--- src/rtl/symbol_align_ctrl.sv ---
// Symbol alignment controller: sweeps delay_chain 0..15, measures one error window
// per delay after a settle period, then applies the delay with the fewest errors.
// Optional macro SYMBOL_ALIGN_TRACK_EN: keep measuring while locked, resweep on loss.
module symbol_align_ctrl #(
  parameter int WIN_LOG2    = 10,
  parameter int SETTLE      = 4,
  parameter int ACCEPT_ERRS = 8,
  parameter int LOSS_ERRS   = 64
) (
  input  logic                sys_clk,
  input  logic                reset,
  input  logic                sym_clk_ena,
  input  logic                sym_error,
  input  logic                start,
  output logic [3:0]          delay_chain,
  output logic                busy,
  output logic                locked,
  output logic                align_fail,
  output logic [WIN_LOG2:0]   best_errs
);

  // Error counts are one bit wider than the window index so a window with an
  // error on every symbol (count = 2^WIN_LOG2) still fits without saturation.
  localparam int CW = WIN_LOG2 + 1;
  localparam int SW = (SETTLE > 1) ? $clog2(SETTLE) : 1;

  localparam logic [SW-1:0]       SETTLE_LAST = SW'(SETTLE - 1);
  localparam logic [WIN_LOG2-1:0] WIN_LAST    = '1;
  localparam logic [CW-1:0]       ACCEPT_LIM  = CW'(ACCEPT_ERRS);
  localparam logic [3:0]          DLY_LAST    = 4'd15;
`ifdef SYMBOL_ALIGN_TRACK_EN
  localparam logic [CW-1:0]       LOSS_LIM    = CW'(LOSS_ERRS);
`endif

  // Parameter sanity: a zero settle length has no meaning, and a loss limit
  // at or below the accept limit would declare loss on an accepted delay.
  if (SETTLE < 1) begin : g_bad_settle
    $error("SETTLE must be at least 1");
  end
  if (LOSS_ERRS <= ACCEPT_ERRS) begin : g_bad_loss
    $error("LOSS_ERRS must exceed ACCEPT_ERRS");
  end

  typedef enum logic [2:0] {
    ST_IDLE,
    ST_SETTLE,
    ST_MEASURE,
    ST_DECIDE,
    ST_LOCKED,
    ST_FAIL
  } state_t;

  state_t              state, state_nxt;
  logic [3:0]          dly_nxt;
  logic                busy_nxt, locked_nxt, fail_nxt;
  logic [CW-1:0]       berrs_nxt;
  logic [CW-1:0]       min_errs, min_nxt;
  logic [3:0]          best_dly, best_nxt;
  logic [CW-1:0]       err_cnt, err_nxt;
  logic [WIN_LOG2-1:0] win_cnt, win_nxt;
  logic [SW-1:0]       settle_cnt, settle_nxt;
  logic [CW-1:0]       win_total;
  logic                restart;

  // Window error count including the symbol presented this cycle.
  always_comb begin
    win_total = err_cnt + {{(CW-1){1'b0}}, sym_error};
  end

  // State and datapath registers; reset wins over any simultaneous start.
  always_ff @(posedge sys_clk) begin
    if (reset) begin
      state       <= ST_IDLE;
      delay_chain <= '0;
      busy        <= 1'b0;
      locked      <= 1'b0;
      align_fail  <= 1'b0;
      best_errs   <= '0;
      min_errs    <= '1;
      best_dly    <= '0;
      err_cnt     <= '0;
      win_cnt     <= '0;
      settle_cnt  <= '0;
    end else begin
      state       <= state_nxt;
      delay_chain <= dly_nxt;
      busy        <= busy_nxt;
      locked      <= locked_nxt;
      align_fail  <= fail_nxt;
      best_errs   <= berrs_nxt;
      min_errs    <= min_nxt;
      best_dly    <= best_nxt;
      err_cnt     <= err_nxt;
      win_cnt     <= win_nxt;
      settle_cnt  <= settle_nxt;
    end
  end

  // Next-state and next-datapath logic; everything holds unless a state acts.
  always_comb begin
    state_nxt  = state;
    dly_nxt    = delay_chain;
    busy_nxt   = busy;
    locked_nxt = locked;
    fail_nxt   = align_fail;
    berrs_nxt  = best_errs;
    min_nxt    = min_errs;
    best_nxt   = best_dly;
    err_nxt    = err_cnt;
    win_nxt    = win_cnt;
    settle_nxt = settle_cnt;
    restart    = start;

    unique case (state)
      ST_IDLE: begin
      end

      // Discard symbols while the delay line output settles.
      ST_SETTLE: begin
        if (sym_clk_ena) begin
          if (settle_cnt == SETTLE_LAST) begin
            settle_nxt = '0;
            err_nxt    = '0;
            win_nxt    = '0;
            state_nxt  = ST_MEASURE;
          end else begin
            settle_nxt = settle_cnt + SW'(1);
          end
        end
      end

      // Count errors over one window, then record a strictly better result so
      // that ties keep the lowest delay.
      ST_MEASURE: begin
        if (sym_clk_ena) begin
          err_nxt = win_total;
          if (win_cnt == WIN_LAST) begin
            win_nxt = '0;
            if (win_total < min_errs) begin
              min_nxt  = win_total;
              best_nxt = delay_chain;
            end
            if (delay_chain == DLY_LAST) begin
              state_nxt = ST_DECIDE;
            end else begin
              dly_nxt    = delay_chain + 4'd1;
              settle_nxt = '0;
              state_nxt  = ST_SETTLE;
            end
          end else begin
            win_nxt = win_cnt + WIN_LOG2'(1);
          end
        end
      end

      // Apply the best delay and judge it; counters are cleared so tracking
      // windows start aligned to the LOCKED entry.
      ST_DECIDE: begin
        dly_nxt   = best_dly;
        berrs_nxt = min_errs;
        busy_nxt  = 1'b0;
        err_nxt   = '0;
        win_nxt   = '0;
        if (min_errs <= ACCEPT_LIM) begin
          locked_nxt = 1'b1;
          state_nxt  = ST_LOCKED;
        end else begin
          fail_nxt  = 1'b1;
          state_nxt = ST_FAIL;
        end
      end

      ST_LOCKED: begin
`ifdef SYMBOL_ALIGN_TRACK_EN
        // Back-to-back windows at the fixed delay; a bad window forces a resweep.
        if (sym_clk_ena) begin
          if (win_cnt == WIN_LAST) begin
            win_nxt   = '0;
            err_nxt   = '0;
            berrs_nxt = win_total;
            if (win_total >= LOSS_LIM) begin
              restart = 1'b1;
            end
          end else begin
            win_nxt = win_cnt + WIN_LOG2'(1);
            err_nxt = win_total;
          end
        end
`endif
      end

      ST_FAIL: begin
      end

      default: begin
        state_nxt = ST_IDLE;
      end
    endcase

    // A (re)start from any state begins a fresh sweep from delay 0.
    if (restart) begin
      state_nxt  = ST_SETTLE;
      dly_nxt    = '0;
      min_nxt    = '1;
      best_nxt   = '0;
      busy_nxt   = 1'b1;
      locked_nxt = 1'b0;
      fail_nxt   = 1'b0;
      err_nxt    = '0;
      win_nxt    = '0;
      settle_nxt = '0;
    end
  end

endmodule

--- config.mk ---
export PLATFORM = sky130hd
export DESIGN_NAME = symbol_align_ctrl
export DESIGN_NICKNAME = d
export VERILOG_FILES = /design/src/rtl/symbol_align_ctrl.sv
export SDC_FILE = /design/constraint.sdc
export NUM_CORES = 1
export LEC_CHECK = 0
export CORE_MARGIN = 1.5
export CORE_UTILIZATION = 55
export DETAILED_ROUTE_END_ITERATION = 10
export PLACE_DENSITY = 0.76
export SYNTH_ARGS = -nofsm -noshare
export SYNTH_HDL_FRONTEND = slang
export SYNTH_SLANG_ARGS = --single-unit
--- constraint.sdc ---
create_clock -name sys_clk -period 9.1 [get_ports sys_clk]
set_clock_uncertainty 0.05 [all_clocks]
set_input_delay 1.365 -clock sys_clk [delete_from_list [all_inputs] [get_ports sys_clk]]
set_output_delay 1.365 -clock sys_clk [all_outputs]
set_load 0.02 [all_outputs]
Word-level counts from Yosys, hierarchy flattened
Index checks and enable logic that the tools add are counted.

word-level totals
  register bits = 59
  input bits = 5
  output and inout bits = 18

operators by class
  add/sub/neg operators = 4
  magnitude comparators = 2
  equality and inequality tests = 18
  multiplexer cells = 29
  bitwise logic cells = 2
  reduce and logical (&&, ||, !) cells = 15

operators by type and width
  kind                   count
  $mux 10                4
  $mux 11                3
  $pmux 11 s3            1
  $pmux 10 s3            1
  $reduce_and 5->1       3
  $mux 2                 6
  $mux 3                 4
  $mux 4                 3
  $ne 3x3->1 const B     4
  $pmux 3 s4             1
  $reduce_and 4->1       3
  $add 11x1->11          1
  $le 11x4->1 const B    1
  $lt 11x11->1           1
  $add 10x1->10 const B  1
  $eq 10x10->1 const B   1
  $ne 2x2->1 const B     5
  $pmux 4 s2             1
  $eq 3x2->1 const B     2
  $eq 3x3->1 const B     2
  $reduce_bool 2->1      3
  $add 4x1->4 const B    1
  $eq 4x4->1 const B     1
  $mux 1                 4
  other kinds (11)       13

Logic depth before layout (Yosys ltp)
  depth after elaboration = 6
  gate-level depth with buffers = 13
  gate-level depth less buffers = 12

Worst setup path before layout
No wires, ideal clock.

  path kind = input to register
  start = input port sym_error
  end = register min_errs[0]
  library setup time = 72 ps
  data arrival time = 3932 ps
  setup slack = 5047 ps
  cell stages on the path = 13
  cell sequence = ha_1 ha_1 and4_1 and2_1 xnor2_1 inv_1 ha_1 a211oi_1 nor2_1 or4_4 a21oi_4 buf_12 mux2i_1

between the ends
  cells in the longest elaborated chain, start to end = 3

ends and longest elaborated chain
  element                     RTL line  text
  start, declared             13        input logic sym_error,
  $add 11x1->11               67        win_total = err_cnt + {{(CW-1){1'b0}}, sym_error};
  named net win_total[8]      62        logic [CW-1:0] win_total;
  $lt 11x11->1                139       if (win_total < min_errs) begin
  $reduce_and 4->1 (no line)  -
  end signal, assigned        91        min_errs <= min_nxt;
  end, declared               57        logic [CW-1:0] min_errs, min_nxt;

The timed path passes the listed nets, and every way through them passes these cells.
A chain may end at the register's enable or synchronous reset.

Worst setup path after layout
  start = input port sym_error
  end = register min_errs[5]

The elaborated chain is that of the path after synthesis.

==> run_results.csv <==
group,metric,value,unit
run_status,status,"finished clean",
min_path,min_path_type,"reg -> reg",
worst_setup_path,worstPathArrival,4700,ps
floorplan,die-area,0.005961,sq mm
timing,slew_headroom,0.4181,
layout,diodes,0,
yosys,synth_top_area_cell,"dfxtp_1",
timing,layout_min_cycle_time,4494,ps
pwr,leakage,1.338,nW
worst_setup_path,path_delay_family,"simple AND/OR/NAND/NOR gates",
floorplan,die_y,77.21,microns
layout,area_delta_synth_final,14.70,%
timing,setup_viol,0,
worst_setup_path,end_kind,"flip-flop",
placement,gp_congestion,0.8430,
clock_tree,htree_num_levels,3,
worst_setup_path,crit_type,"in -> reg",
route,drt_first_pass_iters,4,
yosys,avgSynthCellArea,8.276,sq um
yosys,synth_sequential_area_ratio,0.3899,
clock_tree,clk_pin_slew,70,ps
pwr,power,0.0005610,W
yosys,synth_nets,387,
clock_tree,postCtsHoldBufs,0,
worst_setup_path,start_kind,"primary input",
worst_setup_path,critPathBufInv,2,
floorplan,rows,26,
worst_setup_path,critPathSlowestCell,"a21oi_4",
route,vias,2497,
route,wl_per_cell,13.24,microns
clock_tree,numCtsBuffers,9,
timing,fmaxAchievable,222.5,MHz
worst_setup_path,crit_path_frequent_cell,"ha_1",
floorplan,die_w,77.21,microns
worst_setup_path,critPathMaxStageDelay,550,ps
timing,worst_slew_pin_slew,872.8,ps
timing,finalWorstSetupSlack,4606,ps
yosys,postSynthCellCount,366,
route,drc,0,
yosys,synth_area_leaders,"dfxtp_1 (39%), ha_1 (6.6%), nor2_1 (6.4%)",
global_routing,antenna_found_initial,0,
worst_setup_path,r2r_cells,12,
pwr,power.density,161.5,mW/mm^2
layout,drive_gt1_frac,0.05455,
yosys,ys_ff_latch,59,
job,cap_violations,0,
floorplan,initial_utilization,0.5820,
global_routing,grt_overflow,0,
floorplan,io_pins,23,
timing,rsz0062_at_grt,"false",
worst_setup_path,cp.depth,13,
yosys,synth.distinct_cells,46,
global_routing,grt_max_degree,44,
placement,post-place-ws,4230,ps
layout,nets,401,
yosys,synth_area,0.003029,sq mm
timing,hold_viol,0,
clock_tree,post_cts_resized,0,
clock_tree,post_cts_buffers,0,
timing,period_share,0.4938,
worst_setup_path,cp.required,9310,ps
clock_tree,clockBufferDepth,2,
worst_setup_path,critPathMaxFanout,15,
global_routing,grt_pass1_wl,10560,microns
clock_tree,cts_root_buf,"clkbuf_8",
worst_setup_path,critPathLaunch,"sym_error",
global_routing,grt_pass1_vias,2382,
clock_tree,cts_tree,"built",
clock_tree,clock_latency,340,ps
timing,finalSetupTns,0,ps
route,viasPerCell,5.488,
worst_setup_path,crit_end,"min_errs[5]",
yosys,yosysWarnings,0,
placement,dp_hpwl,4256,microns
placement,port_buffers,22,
worst_setup_path,reg2reg_slack,5760,ps
timing,maxSlewViolCount,0,
yosys,synth_top_area_frac,0.3899,
worst_setup_path,r2r-end,"min_errs[5]",
pwr,ir_worst_vdd,0.00008186,V
worst_setup_path,cp_cell_sequence,"clkdlybuf4s50_1, ha_1, ha_1, and4_1, and2_1, xnor2_1, inv_1, ha_1, a211oi_1, nor2_1, or4_4, a21oi_4, mux2i_1",
global_routing,grt_usage,0.2198,
route,drt_iter0_markers,184,
worst_setup_path,r2r_start,"err_cnt[0]",
floorplan,coreArea,0.005205,sq mm
layout,fillers,459,
route,antenna_left,0,
clock_tree,clkSinkCount,59,
route,finalWirelength,6024,microns
metal layers:
layer / routed length, microns / track usage / vias to the layer above
li1: - / - / 1287
met1: 2947 / 0.2792 / 1147
met2: 2747 / 0.3535 / 52
met3: 215 / 0.05952 / 11
met4: 114 / 0.08545 / 0
met5: 0 / 0 / -
Yosys cell counts (all sizes together):
| master | n |
|---|---|
| nand4 | 4 |
| mux2i | 16 |
| a21o | 2 |
| or2b | 1 |
| nor3b | 2 |
| o21ai | 15 |
| o31a | 3 |
| nand3b | 2 |
| or2 | 2 |
| a211oi | 5 |
| or3 | 1 |
| a22oi | 3 |
| o31ai | 1 |
| and4b | 1 |
| inv | 14 |
| ha | 16 |
| or4 | 3 |
| nand2 | 45 |
| and2 | 6 |
| nor2b | 1 |
| clkbuf | 15 |
| a21oi | 29 |
| nor2 | 52 |
| a31oi | 2 |
| xor2 | 5 |
| buf | 4 |
| dfxtp | 59 |
| nand2b | 4 |
| nor3 | 9 |
| nand4b | 2 |
| and2b | 1 |
| xnor2 | 14 |
| and4 | 5 |
| a22o | 2 |
| nand3 | 13 |
| and3 | 3 |
| nor4 | 3 |
| o221ai | 1 |
cells in the final DEF, fill, tap and decap left out, types with 10 or more instances in the layout:
cell,count
dfxtp_1,59
xnor2_1,14
a21oi_1,28
nand3_1,13
nor2_1,52
clkbuf_8,10
mux2i_1,16
inv_1,14
nand2_1,45
clkdlybuf4s50_1,22
o21ai_0,14
ha_1,16
how the worst min path moves through the flow:
stage,startpoint,to,cells after the start
6_report,best_errs[3],best_errs[3],2
3_5_place_dp,best_errs[3],best_errs[3],2
5_1_grt,best_errs[6],best_errs[6],2
2_1_floorplan,best_dly[1],best_dly[1],2
4_1_cts,best_errs[3],best_errs[3],2
3_3_place_gp,best_errs[1],best_errs[1],2
where the power goes:
| part | internal [W] | total [W] | switching, W | leakage, nW |
|---|---|---|---|---|
| sequential | 0.000259 | 0.000260 | 0.00000122 | 0.476 |
| clock | 0.000189 | 0.000288 | 0.0000997 | 0.123 |
| combinational | 0.00000432 | 0.0000126 | 0.00000826 | 0.739 |
| total | 0.000452 | 0.000561 | 0.000109 | 1.34 |
worst min-delay path, delay by kind of cell (launching register included):
kind / cells / cell delay, ps
AO/OA/AOI/OAI: 1 / 50
AND/OR/NAND/NOR: 1 / 50
flip-flops: 1 / 310
per-stage QoR:
step	instance area (sq um)	util	std cells	hold WS [ps]
final	3475	0.6675	455	405.3
after global routing	3475	0.6675	455	430.2
after CTS	3475	0.6675	455	406.3
after detailed placement	3233	0.6212	439	397.2
after global placement	3233	0.6212	439	391.8
after floorplan	3029	-	366	381.6
sequential cells by signal, indices dropped and copies added (netlist names):
name,cells
min_errs,11
align_fail,1
state,3
busy,1
best_dly,4
win_cnt,10
locked,1
settle_cnt,2
best_errs,11
err_cnt,11
delay_chain,4
area by class of cell:
| cell class | count | area, sq um | share of cell area |
|---|---|---|---|
| tap | 70 | 87.58 | 0.02521 |
| clock buffer | 11 | 141.4 | 0.04069 |
| timing repair buffer | 22 | 220.2 | 0.06338 |
| inverter | 14 | 52.55 | 0.01512 |
| clock inverter | 5 | 100.1 | 0.02881 |
| multi-input combinational | 274 | 1692 | 0.4869 |
| sequential | 59 | 1181 | 0.3399 |
cells by family (layout without fill, tap and decap cells):
group | after synthesis | after routing | share of synthesized area
adder cells (fa/ha/maj) | 16 | 16 | 0.06609
multiplexers | 16 | 16 | 0.05287
AND/OR/NAND/NOR | 160 | 160 | 0.2594
AO/OA/AOI/OAI | 63 | 63 | 0.1252
flip-flops | 59 | 59 | 0.3899
buffers and inverters | 33 | 52 | 0.05163
XOR/XNOR | 19 | 19 | 0.05494
Note: power is estimated with default switching activity, not from simulation.
